File: config.mk
export PLATFORM = sky130hd
export DESIGN_NAME = mul_seq
export DESIGN_NICKNAME = d
export VERILOG_FILES = /design/src/rtl/mul_seq.sv
export SDC_FILE = /design/constraint.sdc
export NUM_CORES = 1
export LEC_CHECK = 0
export ABC_AREA = 1
export CELL_PAD_IN_SITES_DETAIL_PLACEMENT = 1
export CELL_PAD_IN_SITES_GLOBAL_PLACEMENT = 2
export CORE_MARGIN = 4
export CORE_UTILIZATION = 30
export DETAILED_ROUTE_END_ITERATION = 10
export PLACE_DENSITY = 0.92
export RECOVER_POWER = 100
export SYNTH_ARGS = -nofsm -noshare
export SYNTH_HDL_FRONTEND = slang
export SYNTH_SLANG_ARGS = --single-unit
File: constraint.sdc
create_clock -name clk -period 5.8 [get_ports clk]
set_input_delay 1.16 -clock clk [delete_from_list [all_inputs] [get_ports clk]]
set_output_delay 1.16 -clock clk [all_outputs]
set_load 0.1 [all_outputs]
File: src/rtl/mul_seq.sv
// Sequential unsigned shift-add multiplier: one multiplier bit retired per cycle,
// 2W-bit product presented with a single-cycle valid_r pulse after W+1 cycles.
module mul_seq #(
    parameter int W = 16
) (
    input  logic             clk,
    input  logic             rst,
    input  logic             pass,
    input  logic [W-1:0]     a,
    input  logic [W-1:0]     b,
    output logic             busy_r,
    output logic             valid_r,
    output logic [2*W-1:0]   p_r
);

    localparam int CW = (W > 1) ? $clog2(W) : 1;
    localparam logic [CW-1:0] LAST = CW'(W - 1);

    typedef enum logic {
        IDLE = 1'b0,
        RUN  = 1'b1
    } state_t;

    state_t          state_r, state_s;
    logic [W-1:0]    a_r, a_s;
    logic [W-1:0]    b_r, b_s;
    logic [2*W-1:0]  acc_r, acc_s;
    logic [CW-1:0]   cnt_r, cnt_s;
    logic            valid_s;
    logic [2*W-1:0]  partial_s;

    // busy is the state bit itself, so it stays a pure flop output
    assign busy_r = (state_r == RUN);
    assign p_r    = acc_r;

    // Shifted multiplicand contributed by the current multiplier bit
    always_comb begin
        partial_s = {(2*W){1'b0}};
        if (b_r[0]) begin
            partial_s = {{W{1'b0}}, a_r} << cnt_r;
        end else begin
            partial_s = {(2*W){1'b0}};
        end
    end

    // Next-state and datapath update; pass restarts from any state
    always_comb begin
        state_s = state_r;
        a_s     = a_r;
        b_s     = b_r;
        acc_s   = acc_r;
        cnt_s   = cnt_r;
        valid_s = 1'b0;
        if (pass) begin
            state_s = RUN;
            a_s     = a;
            b_s     = b;
            acc_s   = {(2*W){1'b0}};
            cnt_s   = {CW{1'b0}};
        end else begin
            case (state_r)
                RUN: begin
                    acc_s = acc_r + partial_s;
                    b_s   = b_r >> 1;
                    cnt_s = cnt_r + CW'(1);
                    if (cnt_r == LAST) begin
                        state_s = IDLE;
                        valid_s = 1'b1;
                        cnt_s   = {CW{1'b0}};
                    end else begin
                        state_s = RUN;
                    end
                end
                IDLE: begin
                    state_s = IDLE;
                end
                default: begin
                    state_s = IDLE;
                end
            endcase
        end
    end

    // State and datapath registers with synchronous reset
    always_ff @(posedge clk) begin
        if (rst) begin
            state_r <= IDLE;
            valid_r <= 1'b0;
            acc_r   <= {(2*W){1'b0}};
            cnt_r   <= {CW{1'b0}};
            a_r     <= {W{1'b0}};
            b_r     <= {W{1'b0}};
        end else begin
            state_r <= state_s;
            valid_r <= valid_s;
            acc_r   <= acc_s;
            cnt_r   <= cnt_s;
            a_r     <= a_s;
            b_r     <= b_s;
        end
    end

endmodule
==> results_dict.tcl, run 1 <==
set metrics [dict create \
    outcome "finished, final reports clean" \
    cts_resized 0 \
    dp_hpwl_um 15070 \
    synth_fp_nets 1077 \
    syn_area_um2 5766 \
    antenna_found_initial 0 \
    ff2ff_path_depth 16 \
    fin_crit_sh 0.7352 \
    drive_gt1_frac 0.02644 \
    synth-seq-cells 70 \
    worst_pin_slew_ns 1.274 \
    dp.cells 1303 \
    total_power_mw 1.386 \
    initial_core_util 0.3062 \
    yosys.area.top_type "dfxtp_1" \
    synth_top_cell_area_share 0.2431 \
    hold_start "b_r[2]" \
    wl_met1_um 9385 \
    fin_cells 1319 \
    final.setup.tns_ns 0 \
    wl_met2_um 8582 \
    slew_viol_final 0 \
    synth-async-reset-ratio 0 \
    r2r-start "cnt_r[0]" \
    syn_inst 1009 \
    path_max_fanout 32 \
    leakagePower_nw 3.736 \
    antenna-diode-count 0 \
    wl_um 18920 \
    num_vias 6142 \
    rr_endpoint "p_r[15]" \
    p_per_area_nw_per_um2 201.1 \
    first_global_vias 6187 \
    hold_class "reg2reg" \
    clockBufferDepth 2 \
    clock_skew_ns 0.009122 \
    drv_cap 0 \
    port-buffer-count 68 \
    die_area_um2 21500 \
    num_rows 50 \
    ys_seq_area_frac 0.2431 \
    avgSynthCellArea_um2 5.714 \
    gp_congestion 0.8224 \
    ys_types 39 \
    grt_pass1_wl_um 31240 \
    htree_levels 3 \
    via_per_inst 4.657 \
    grt_max_degree 58 \
    ant_nets 0 \
    area_growth_pct 19.55 \
    critical_path_class "in2reg" \
    fmaxAchievable_mhz 234.5 \
    critical_path_required_ns 6.09 \
    synth_edf_count 0 \
    peakVddDrop_mv 0.1605 \
    cts.sinks 70 \
    cts_hold_buffers 0 \
    r2r_setup_slack_ns 2.12 \
    crit_path_start_kind "input pin" \
    synthTopCellsByArea "dfxtp_1 (24%), nand2_1 (21%), inv_1 (10%)" \
    post-route-min-period_ns 4.264 \
    routed-wl-met3_um 687 \
    whs_endpoint "b_r[2]" \
    gr-total-overflow 0 \
    grt_use_total 0.1775 \
    die_height_um 146.6 \
    die_x_um 146.6 \
    setup_viol 0 \
    numCtsBuffers 9 \
    fin_nets 1122 \
    post-cts-setup-buffers 0 \
    relSlewSlack 0.1505 \
    drt_iter0_drc 264 \
    drc 0 \
    yosysWarnings 0 \
    dr.pass1.iters 4 \
    whs_path_depth 2 \
    core_area_um2 18830 \
    clk_pin_slew_ns 0.06 \
    rsz0062_at_grt "false" \
    pin_count 69 \
    hold_viol 0 \
    clockRootBuffer "clkbuf_16" \
    clk_latency_ns 0.35 \
    crit_arrival_ns 4.55 \
    worst_slack_ns 1.536 \
    ys.flop_type "dfxtp_1" \
    wl_per_cell_um 14.34 \
    top_layer_used "met4" \
    crit_path_end_kind "register" \
    place_ws_ns 2.204 \
    cts_tree "yes" \
]
==> where the power goes <==
| part | switching, mW | internal, mW | total, mW | leakage [nW] |
|---|---|---|---|---|
| sequential | 0.0216 | 0.507 | 0.528 | 0.575 |
| combinational | 0.191 | 0.0884 | 0.279 | 3.03 |
| clock | 0.242 | 0.337 | 0.579 | 0.136 |
| total | 0.454 | 0.931 | 1.39 | 3.74 |
==> critical path, cell delays in order <==
cell           delay [ns]
dlygate4sd3_1        0.53
clkbuf_1             0.52
nor2_1               1.06
inv_1                0.83
nor2_1               0.23
o21ai_0              0.12
inv_1                0.08
==> sequential cells by signal, indices dropped and copies added (netlist names) <==
| signal | count |
|---|---|
| busy_r | 1 |
| b_r | 16 |
| valid_r | 1 |
| a_r | 16 |
| p_r | 32 |
| cnt_r | 4 |
==> worst max path at each step <==
stage                     slack [ns]  cells past startpoint     start       to
after global routing            1.19                      7      pass  p_r[11]
after detailed placement        2.20                     16  cnt_r[1]  p_r[21]
after global placement          2.23                     15  cnt_r[1]  p_r[27]
final                           1.54                      7      pass  p_r[11]
after floorplan                 3.32                     19  cnt_r[0]  p_r[20]
after CTS                       2.20                     16  cnt_r[1]  p_r[21]
==> per-stage QoR <==
stage,util,hold slack [ns],instance area (um^2)
after floorplan,-,0.4366,5766
after global placement,0.3509,0.4618,6608
after detailed placement,0.3509,0.4627,6608
after CTS,0.3668,0.4733,6907
after global routing,0.3660,0.5152,6893
final,0.3660,0.4712,6893
==> layer usage <==
metal / track usage / up-vias
met2: 0.2932 / 78
li1: - / 3229
met5: 0 / -
met1: 0.2424 / 2818
met3: 0.02886 / 17
met4: 0.04233 / 0
==> cells in the mapped netlist, types with 8 or more instances <==
master and n:
o21ai_0 65, nor3_1 8, nor2_1 149, buf_2 8, a21oi_1 32, inv_1 158
clkbuf_1 19, ha_1 32, o22ai_1 15, dfxtp_1 70, xor2_1 13, o211ai_1 10
nand3_1 43, nand2_1 325, a31oi_1 8
==> cell families after synthesis <==
group | share of synthesized area
simple gates | 0.3804
buf+inv | 0.1361
compound gates | 0.1398
flops | 0.2431
fa+ha+maj | 0.07292
xor+xnor | 0.02431
mux | 0.003472
==> cell type report <==
type	count	area (um^2)
Fill cell	2522	11940
Multi-Input combinational cell	742	3570
Sequential cell	70	1403
Timing Repair Buffer	70	691.9
Inverter	161	604.3
Tap cell	260	325.3
Clock buffer	10	229.0
Clock inverter	6	70.07
==> cells in the final DEF, fill, tap and decap left out, types with 10 or more instances in the layout <==
master             n
xor2_1            13
nand3_1           44
inv_1            160
a21oi_1           32
clkdlybuf4s50_1   33
o21ai_0           66
nor2_1           150
o211ai_1          10
o22ai_1           15
nand2_1          326
ha_1              32
dfxtp_1           69
dlygate4sd3_1     35
No activity file was read; power rests on OpenSTA's default activity.
==> run 2: changes to the inputs <==
--- a/config.mk
+++ b/config.mk
@@ -9,9 +9,9 @@
 export CELL_PAD_IN_SITES_DETAIL_PLACEMENT = 1
 export CELL_PAD_IN_SITES_GLOBAL_PLACEMENT = 2
 export CORE_MARGIN = 4
-export CORE_UTILIZATION = 30
+export CORE_UTILIZATION = 27
 export DETAILED_ROUTE_END_ITERATION = 10
-export PLACE_DENSITY = 0.92
+export PLACE_DENSITY = 0.87
 export RECOVER_POWER = 100
 export SYNTH_ARGS = -nofsm -noshare
 export SYNTH_HDL_FRONTEND = slang
==> constraint.sdc (replaced) <==
create_clock -name clk -period 3.75 [get_ports clk]
set_input_delay 0.75 -clock clk [delete_from_list [all_inputs] [get_ports clk]]
set_output_delay 0.75 -clock clk [all_outputs]
set_load 0.1 [all_outputs]
==> results_dict.tcl, run 2 (synthesized netlist as in run 1, its figures left out) <==
set metrics [dict create \
    outcome "finished, final reports clean" \
    crit_top_cell "nand2_1" \
    die_area_um2 23760 \
    rsz0062_at_grt "false" \
    post-cts-setup-buffers 0 \
    crit_path_end_kind "register" \
    p_sw_uw 700.5 \
    hold_class "reg2reg" \
    p_per_area_nw_per_um2 310.1 \
    grt_pass1_wl_um 31750 \
    crit_buf_inv 2 \
    numCtsBuffers 9 \
    p_int_mw 1.459 \
    crit_path_start_kind "register" \
    combPwrFrac 0.205 \
    cts_hold_buffers 0 \
    whs_endpoint "b_r[3]" \
    slew_viol_final 0 \
    rr_endpoint "p_r[27]" \
    largest_reg_flops 32 \
    fin_hold_ws_ns 0.4724 \
    wl_per_cell_um 14.52 \
    grt_max_degree 58 \
    num_rows 53 \
    clockRootBuffer "clkbuf_16" \
    drive_gt1_frac 0.03084 \
    path_max_fanout 17 \
    fin_crit_sh 0.9058 \
    critPathSlowestCell "dfxtp_1" \
    hold_viol 0 \
    ff2ff_path_depth 17 \
    drc 0 \
    worst_pin_slew_ns 1.004 \
    cts_resized 0 \
    first_global_vias 6106 \
    gr-total-overflow 0 \
    cts.sinks 70 \
    clk_pin_slew_ns 0.06 \
    fmaxAchievable_mhz 294.4 \
    critical_path_required_ns 4.00 \
    drv_cap 0 \
    crit_arrival_ns 3.65 \
    clkPwrFrac 0.417 \
    fin_nets 1133 \
    antenna_found_initial 0 \
    final.setup.tns_ns 0 \
    slowest_delay_ns 0.51 \
    clock_skew_ns 0.008824 \
    peakVddDrop_mv 0.2329 \
    leakagePower_nw 3.762 \
    setup_viol 0 \
    area_growth_pct 20.79 \
    grt_use_total 0.1660 \
    htree_levels 3 \
    final_common_cell "nand2_1" \
    clockBufferDepth 2 \
    ant_nets 0 \
    relSlewSlack 0.3284 \
    critical_path_class "reg2reg" \
    hold_start "b_r[4]" \
    mostFrequentLayoutCells "nand2_1 (327), inv_1 (158), nor2_1 (149)" \
    die_height_um 154.1 \
    r2r_setup_slack_ns 0.35 \
    cp_top_family "simple AND/OR/NAND/NOR gates" \
    port-buffer-count 68 \
    antenna-diode-count 0 \
    nFillCells 2797 \
    whs_path_depth 2 \
    pin_count 69 \
    wl_um 19520 \
    r2r-start "cnt_r[0]" \
    dp_hpwl_um 15620 \
    total_power_mw 2.160 \
    power_frac_seq 0.377 \
    post-route-min-period_ns 3.397 \
    cts_tree "yes" \
    final_util 0.3313 \
    die_x_um 154.1 \
    crit_chain "inv_2 > o21ai_0 > nand2_1 > o21ai_0 > nor2_1 > a31oi_1 > o22ai_1 > ha_1 > nand2_1 > nor2_1 > nand2_1 > nor3_1 > nand2_1 > nand3_1 > nand3_1 > nand2_1 > inv_1" \
    p_sw_frac 0.3244 \
    dr.pass1.iters 5 \
    drt_iter0_drc 241 \
    core_area_um2 21020 \
    num_vias 6209 \
    via_per_inst 4.616 \
    gp_congestion 0.8646 \
    initial_core_util 0.2743 \
    clk_latency_ns 0.35 \
]
-- run 2: cell types whose count changed in the layout (fill, tap and decap cells not counted), sizes merged --
cell / previous run / this run
buf: 1 / 9
inv: 163 / 161
clkinv: 0 / 2
clkbuf: 11 / 15
clkinvlp: 3 / 2
-- run 2: power groups by stage --
stage / clock, mW / combinational, mW / sequential [mW]
floorplan: 0 / 0.227 / 0.911
global placement: 0 / 0.448 / 0.832
global route: 0.972 / 0.491 / 0.821
detailed placement: 0 / 0.452 / 0.833
CTS: 0.937 / 0.454 / 0.816
finish: 0.901 / 0.443 / 0.815
-- run 2: how the worst max path moves through the flow --
stage | startpoint | end | depth (start not counted)
floorplan | cnt_r[0] | p_r[20] | 19
global placement | cnt_r[0] | p_r[27] | 17
detailed placement | cnt_r[0] | p_r[27] | 17
CTS | cnt_r[0] | p_r[27] | 17
global route | cnt_r[0] | p_r[19] | 19
finish | cnt_r[0] | p_r[27] | 17
-- run 2: per-stage QoR --
step / cell area [um^2] / worst slack, ns / instances
5_1_grt: 6964 / 0.02630 / 1345
3_5_place_dp: 6709 / 0.4090 / 1329
3_3_place_gp: 6709 / 0.5051 / 1329
6_report: 6964 / 0.3532 / 1345
2_1_floorplan: 5766 / 1.274 / 1009
4_1_cts: 7010 / 0.3874 / 1345
-- run 2: tightest hold or removal path: cells and delay by family (launching register included) --
kind / cells / cell delay (ns)
AOI/OAI and AO/OA: 1 / 0.06
DFF: 1 / 0.30
buffers and inverters: 1 / 0.06
-- run 2: metal layers --
layer / part of all wire / global-route usage
met1: 0.50 / 0.2296
met2: 0.46 / 0.2702
met3: 0.026 / 0.02223
met4: 0.013 / 0.04752
met5: 0 / 0
-- run 2: cell type report --
class                           instances  area (um^2)  share of cell area
Multi-Input combinational cell        742         3550              0.5097
Sequential cell                        70         1401              0.2012
Timing Repair Buffer                   81        763.2              0.1096
Inverter                              161        604.3             0.08678
Tap cell                              275        344.1             0.04941
Clock buffer                           11        242.7             0.03485
Clock inverter                          5        58.81            0.008444
